$ cat src/rtl/tff_chain_pkg.sv
// Shared types and defaults for the T-flip-flop chain arbiter and its helpers.
package tff_chain_pkg;

  typedef enum logic [1:0] {
    IDLE,
    ISSUE,
    DRAIN,
    DONE
  } state_e;

  localparam int unsigned NREQ_DEF  = 4;
  localparam int unsigned CNT_W_DEF = 8;
  localparam int unsigned LAT_DEF   = 2;

  // Width of an index able to address n items, never less than one bit.
  function automatic int unsigned idx_w(input int unsigned n);
    return (n > 1) ? $clog2(n) : 1;
  endfunction

endpackage

$ cat src/rtl/tff_chain_arb_rr_pick.sv
// Combinational round-robin finder: first set request at or after ptr_i,
// wrapping. Returns one-hot, binary index and an any-request flag.
module rr_pick #(
  parameter int unsigned N  = 4,
  parameter int unsigned IW = 2
) (
  input  logic [N-1:0]  req_i,
  input  logic [IW-1:0] ptr_i,
  output logic [N-1:0]  onehot_o,
  output logic [IW-1:0] idx_o,
  output logic          any_o
);

  always_comb begin
    logic [IW-1:0] j;
    onehot_o = '0;
    idx_o    = '0;
    any_o    = 1'b0;
    j        = '0;
    for (int unsigned off = 0; off < N; off++) begin
      j = IW'((32'(ptr_i) + off) % N);
      if (!any_o && req_i[j]) begin
        onehot_o[j] = 1'b1;
        idx_o       = j;
        any_o       = 1'b1;
      end
    end
  end

endmodule

$ cat src/rtl/tff_chain_arb.sv
// Round-robin arbiter/sequencer driving the shared T input of a serial TFF chain.
// Optional shadow chain checker enabled by defining TFF_CHAIN_ARB_SHADOW_EN.
module tff_chain_arb
  import tff_chain_pkg::*;
#(
  parameter int unsigned NREQ  = NREQ_DEF,
  parameter int unsigned CNT_W = CNT_W_DEF,
  parameter int unsigned LAT   = LAT_DEF
) (
  input  logic                  clk,
  input  logic                  rst,
  input  logic [NREQ-1:0]       req,
  input  logic [NREQ*CNT_W-1:0] cnt,
  output logic [NREQ-1:0]       gnt,
  output logic [NREQ-1:0]       done,
  output logic                  t_out,
  output logic                  busy,
  input  logic                  q_chain,
  output logic                  err
);

  localparam int unsigned IW = idx_w(NREQ);
  localparam int unsigned SW = idx_w(LAT);

  state_e state_q, state_d;
  logic [IW-1:0]    ptr_q, ptr_d;
  logic [IW-1:0]    gidx_q, gidx_d;
  logic [CNT_W-1:0] rem_q, rem_d;
  logic [SW-1:0]    settle_q, settle_d;

  logic [NREQ-1:0] gnt_q, gnt_d;
  logic [NREQ-1:0] done_q, done_d;
  logic            t_out_q, t_out_d;
  logic            busy_q, busy_d;

  logic [NREQ-1:0]  pick_onehot;
  logic [IW-1:0]    pick_idx;
  logic             pick_any;
  logic [CNT_W-1:0] cnt_sel;

  rr_pick #(
    .N  (NREQ),
    .IW (IW)
  ) u_pick (
    .req_i    (req),
    .ptr_i    (ptr_q),
    .onehot_o (pick_onehot),
    .idx_o    (pick_idx),
    .any_o    (pick_any)
  );

  always_comb begin
    cnt_sel = '0;
    for (int unsigned i = 0; i < NREQ; i++) begin
      if (pick_idx == IW'(i)) cnt_sel = cnt[i*CNT_W +: CNT_W];
    end
  end

  // State register plus registered outputs.
  always_ff @(posedge clk) begin
    if (rst) begin
      state_q  <= IDLE;
      ptr_q    <= '0;
      gidx_q   <= '0;
      rem_q    <= '0;
      settle_q <= '0;
      gnt_q    <= '0;
      done_q   <= '0;
      t_out_q  <= 1'b0;
      busy_q   <= 1'b0;
    end else begin
      state_q  <= state_d;
      ptr_q    <= ptr_d;
      gidx_q   <= gidx_d;
      rem_q    <= rem_d;
      settle_q <= settle_d;
      gnt_q    <= gnt_d;
      done_q   <= done_d;
      t_out_q  <= t_out_d;
      busy_q   <= busy_d;
    end
  end

  always_comb begin
    state_d  = state_q;
    ptr_d    = ptr_q;
    gidx_d   = gidx_q;
    rem_d    = rem_q;
    settle_d = settle_q;
    unique case (state_q)
      IDLE: begin
        if (pick_any) begin
          gidx_d   = pick_idx;
          rem_d    = cnt_sel;
          settle_d = '0;
          state_d  = (cnt_sel != '0) ? ISSUE : DRAIN;
        end
      end
      ISSUE: begin
        rem_d = rem_q - CNT_W'(1);
        if (rem_q == CNT_W'(1)) begin
          state_d  = DRAIN;
          settle_d = '0;
        end
      end
      DRAIN: begin
        if (settle_q == SW'(LAT - 1)) state_d = DONE;
        else                          settle_d = settle_q + SW'(1);
      end
      DONE: begin
        ptr_d   = (gidx_q == IW'(NREQ - 1)) ? '0 : gidx_q + IW'(1);
        state_d = IDLE;
      end
      default: state_d = IDLE;
    endcase
  end

  // Outputs are computed from the next state so they appear registered
  // in the same cycle as the state they describe.
  always_comb begin
    gnt_d   = gnt_q;
    done_d  = '0;
    t_out_d = (state_d == ISSUE);
    busy_d  = (state_d != IDLE);
    if (state_d == IDLE)      gnt_d = '0;
    else if (state_q == IDLE) gnt_d = pick_onehot;
    if (state_d == DONE) done_d = gnt_q;
  end

  assign gnt   = gnt_q;
  assign done  = done_q;
  assign t_out = t_out_q;
  assign busy  = busy_q;

`ifdef TFF_CHAIN_ARB_SHADOW_EN
  logic [LAT-1:0] sh_q, sh_d;
  logic           err_q, err_d;

  always_comb begin
    sh_d    = sh_q;
    sh_d[0] = sh_q[0] ^ t_out_q;
    for (int unsigned k = 1; k < LAT; k++) sh_d[k] = sh_q[k] ^ sh_q[k-1];
    err_d = err_q | ((state_q == DONE) && (q_chain != sh_q[LAT-1]));
  end

  always_ff @(posedge clk) begin
    if (rst) begin
      sh_q  <= '0;
      err_q <= 1'b0;
    end else begin
      sh_q  <= sh_d;
      err_q <= err_d;
    end
  end

  assign err = err_q;
`else
  logic unused_q_chain;
  assign unused_q_chain = q_chain;
  assign err = 1'b0;
`endif

endmodule

$ cat config.mk
export PLATFORM = sky130hd
export DESIGN_NAME = tff_chain_arb
export DESIGN_NICKNAME = d
export VERILOG_FILES = /design/src/rtl/tff_chain_pkg.sv /design/src/rtl/tff_chain_arb_rr_pick.sv /design/src/rtl/tff_chain_arb.sv
export SDC_FILE = /design/constraint.sdc
export NUM_CORES = 1
export LEC_CHECK = 0
export BUFFER_PORTS_ARGS = -buffer_cell sky130_fd_sc_hd__buf_4
export CORE_UTILIZATION = 40
export DETAILED_ROUTE_END_ITERATION = 8
export GPL_TIMING_DRIVEN = 1
export PLACE_DENSITY = 0.62
export REMOVE_ABC_BUFFERS = 1
export SYNTH_ARGS = -nofsm -noshare
export SYNTH_HDL_FRONTEND = slang
export SYNTH_SLANG_ARGS = --single-unit
$ cat constraint.sdc
create_clock -name clk -period 8.5 [get_ports clk]
set_input_delay 0.85 -clock clk [delete_from_list [all_inputs] [get_ports clk]]
set_output_delay 0.85 -clock clk [all_outputs]
set_load 0.03 [all_outputs]
==> key figures <==
Run status
  – Status: completed

Floorplan
  – Initial Utilization: 42.0%
  – Row cnt: 25
  – Core Region: 4790 um^2
  – I/O Pins: 50
  – Die area: 5320 um^2
  – Die Ht: 72.9 um
  – Die width: 72.9 um

CTS
  – CTS tree: yes
  – CTS HTree Levels: 1
  – Cts hold-fix bufs: 0
  – Post-CTS Repair Setup Buffers: 0
  – CTS Buf Count: 3
  – Clock Latency Late Sink: 0.27 ns
  – Max clock buf depth: 2
  – CTS sink count: 25
  – Clk root buf: clkbuf_8
  – Clk slew on worst S/H paths: 0.09 ns
  – Post-CTS Resized: 0

Place
  – Place WS: 4.83 ns
  – PortBufs: 47
  – Routability cong.: 0.826
  – Final HPWL DP: 3550 um
  – Dpl cell area: 2350 um^2

Synthesis
  – Commonest cells post-synth: 28 x nor2_1, 25 x dfxtp_1, 15 x a21oi_1
  – YS warnings: 0
  – FFs w/ async S/R, synth: 0%
  – Synth top area share: 24.9%
  – Distinct cell type count after synthesis: 57
  – Syn Area/Cell: 8.31 um^2
  – Post-synth design cell area: 2010 um^2
  – Post-synth EDFFs: 0
  – Sequential area share after synthesis: 24.9%
  – Area leader, netlist: dfxtp_1
  – Top-count cell post-synth: nor2_1
  – Top cells by area, synth: dfxtp_1 25%, mux4_2 9.0%, nor2_1 5.2%, ha_1 4.4%, a21oi_1 3.7%
  – Syn Inst Count: 242
  – Synth Register Bits: 25
  – Synth Flop Type: dfxtp_1

Finish
  – Area Growth Syn to Fin: 19.2%
  – Fill cells: 471
  – Final instance area: 2400 um^2
  – Antenna cells: 0
  – Share of cells above drive strength 1: 26.7%
  – # nets final: 324

Routing
  – Drt total wl: 4710 um
  – Post-route ant nets: 0
  – Initial DRC Count: 125
  – Avg WL per Cell: 13.7 um
  – Vias per inst: 5.54
  – First-pass detailed-route iteration total: 4
  – Via count: 1906
  – Residual DRC: 0

STA
  – Clock skew: 0.00117 ns
  – Fin crit period: 3.69 ns
  – Slew Viols, Final: 0
  – Fin Hold WS: 0.496 ns
  – Hold Fails Final Rpt: 0
  – Highest clock rate: 271 MHz
  – Final setup margin: 4.81 ns
  – Final setup violation count: 0
  – Worst Tran Pin Value: 0.648 ns
  – Worst slew margin: 56.2%
  – Setup_tns: 0 ns
  – Final worst path period share: 43.5%
  – RSZ-0062 raised after global routing: no

GRT
  – Global-route wire length before repair: 7850 um
  – Largest net degree at the start of global routing: 24
  – Tot GR Track Use: 18.4%
  – Gr ovfl total: 0
  – Vias in the first global route: 1627
  – Initial antenna violation count: 0

Worst hold path
  – Min-Delay Path Class: register to register
  – Hold Crit Start: settle_q$_SDFFE_PP0P_

Setup path
  – Req. time, crit path: 8.66 ns
  – Worst-path fanout max: 14
  – CP Class: register to register
  – CP endpoint kind: register
  – Worst setup startpoint: ptr_q[0]$_SDFFE_PP0N_
  – CP Launch Type: register
  – Reg-to-Reg Start: ptr_q[0]$_SDFFE_PP0N_
  – Crit path DAT: 3.86 ns

Job
  – Max cap viols: 0

Power
  – Leakage: 0.935 nW
  – Cell Pwr Density: 229 nW/um^2
  – Total chip power: 0.000548 W
  – Max VDD drop: 0.000108 V
-- layer usage --
metal  share of wire [%]  track usage [%]
met1                  52             29.3
met4                 1.4             6.32
met5                   0                0
met2                  44             26.1
met3                 2.7            0.967
-- sequential cells by signal, summed over array words and instances, names as in the netlist --
signal,count
settle_q,1
gidx_q,2
rem_q,8
gnt,4
ptr_q,2
done,4
busy,1
t_out,1
state_q,2
-- metrics by stage --
stage          std cells  util [%]
3_3_place_gp         340      49.1
4_1_cts              344      50.1
6_report             344      50.1
5_1_grt              344      50.1
3_5_place_dp         340      49.1
2_1_floorplan        226         -
-- where the power goes --
group | switching [W] | leakage (nW) | internal (W)
combinational | 0.000163 | 0.708 | 0.000121
sequential | 0.0000397 | 0.206 | 0.000152
clock | 0.0000391 | 0.0217 | 0.0000332
total | 0.000242 | 0.935 | 0.000307
-- final cells by class --
cell class / instances / area (um^2) / share of cell area, %
clock inverters: 1 / 7.51 / 0.313
repair buffers: 47 / 353 / 14.7
flip-flops and latches: 25 / 500 / 20.9
inverters: 9 / 33.8 / 1.41
well taps: 67 / 83.8 / 3.50
multi-input cells: 192 / 1380 / 57.5
clock buffers: 3 / 41.3 / 1.72
-- kinds of logic (layout without fill, tap and decap cells) --
logic type / Yosys count / after routing / synth area share (%)
xor+xnor: 1 / 1 / 0.435
flops: 25 / 25 / 24.9
fa+ha+maj: 7 / 7 / 4.35
other cells: 1 / 1 / 0.186
mux: 14 / 14 / 12.1
compound gates: 71 / 71 / 25.6
simple gates: 98 / 98 / 25.8
buf+inv: 25 / 60 / 6.65
-- layout by cell type (no fill, tap or decap), drive strengths merged, types with 2 or more instances in the layout --
| cell type | synthesis | final |
|---|---|---|
| nor3b | 2 | 2 |
| nand3 | 10 | 10 |
| a21o | 2 | 2 |
| and3 | 3 | 3 |
| or3 | 2 | 2 |
| mux2 | 2 | 2 |
| o21a | 2 | 2 |
| nor4 | 7 | 7 |
| clkbuf | 7 | 3 |
| o21bai | 2 | 2 |
| inv | 9 | 9 |
| nor2b | 2 | 2 |
| dfxtp | 25 | 25 |
| o21ai | 20 | 20 |
| nand2b | 2 | 2 |
| mux4 | 8 | 8 |
| a221oi | 7 | 7 |
| and2 | 5 | 5 |
| a31oi | 2 | 2 |
| a21oi | 15 | 15 |
| or4 | 4 | 4 |
| buf | 9 | 47 |
| a221o | 2 | 2 |
| nand2 | 13 | 13 |
| nand4b | 2 | 2 |
| a211oi | 6 | 6 |
| ha | 7 | 7 |
| a22oi | 4 | 4 |
| mux2i | 4 | 4 |
| nor3 | 14 | 14 |
| nor2 | 29 | 29 |
-- worst max-delay path, cell delays in order, from the launching register on --
cell and delay, ns:
dfxtp_1 0.71, inv_1 0.19, ha_1 0.42, mux4_2 0.68, nor2b_2 0.29, o21ai_2 0.21, nand2_4 0.22, mux4_2 0.54
a221oi_2 0.24, nor3_1 0.07
-- path summary, 6_finish.rpt --
path	endpoint	depth (start not counted)	slack [ns]
setup / recovery	rem_q[5]$_SDFFE_PP0P_	9	4.81
hold / removal	settle_q$_SDFFE_PP0P_	2	0.50
setup reg to reg	rem_q[5]$_SDFFE_PP0P_	9	4.81
hold reg to reg	settle_q$_SDFFE_PP0P_	2	0.50
Note: power is estimated with default switching activity, not from simulation.
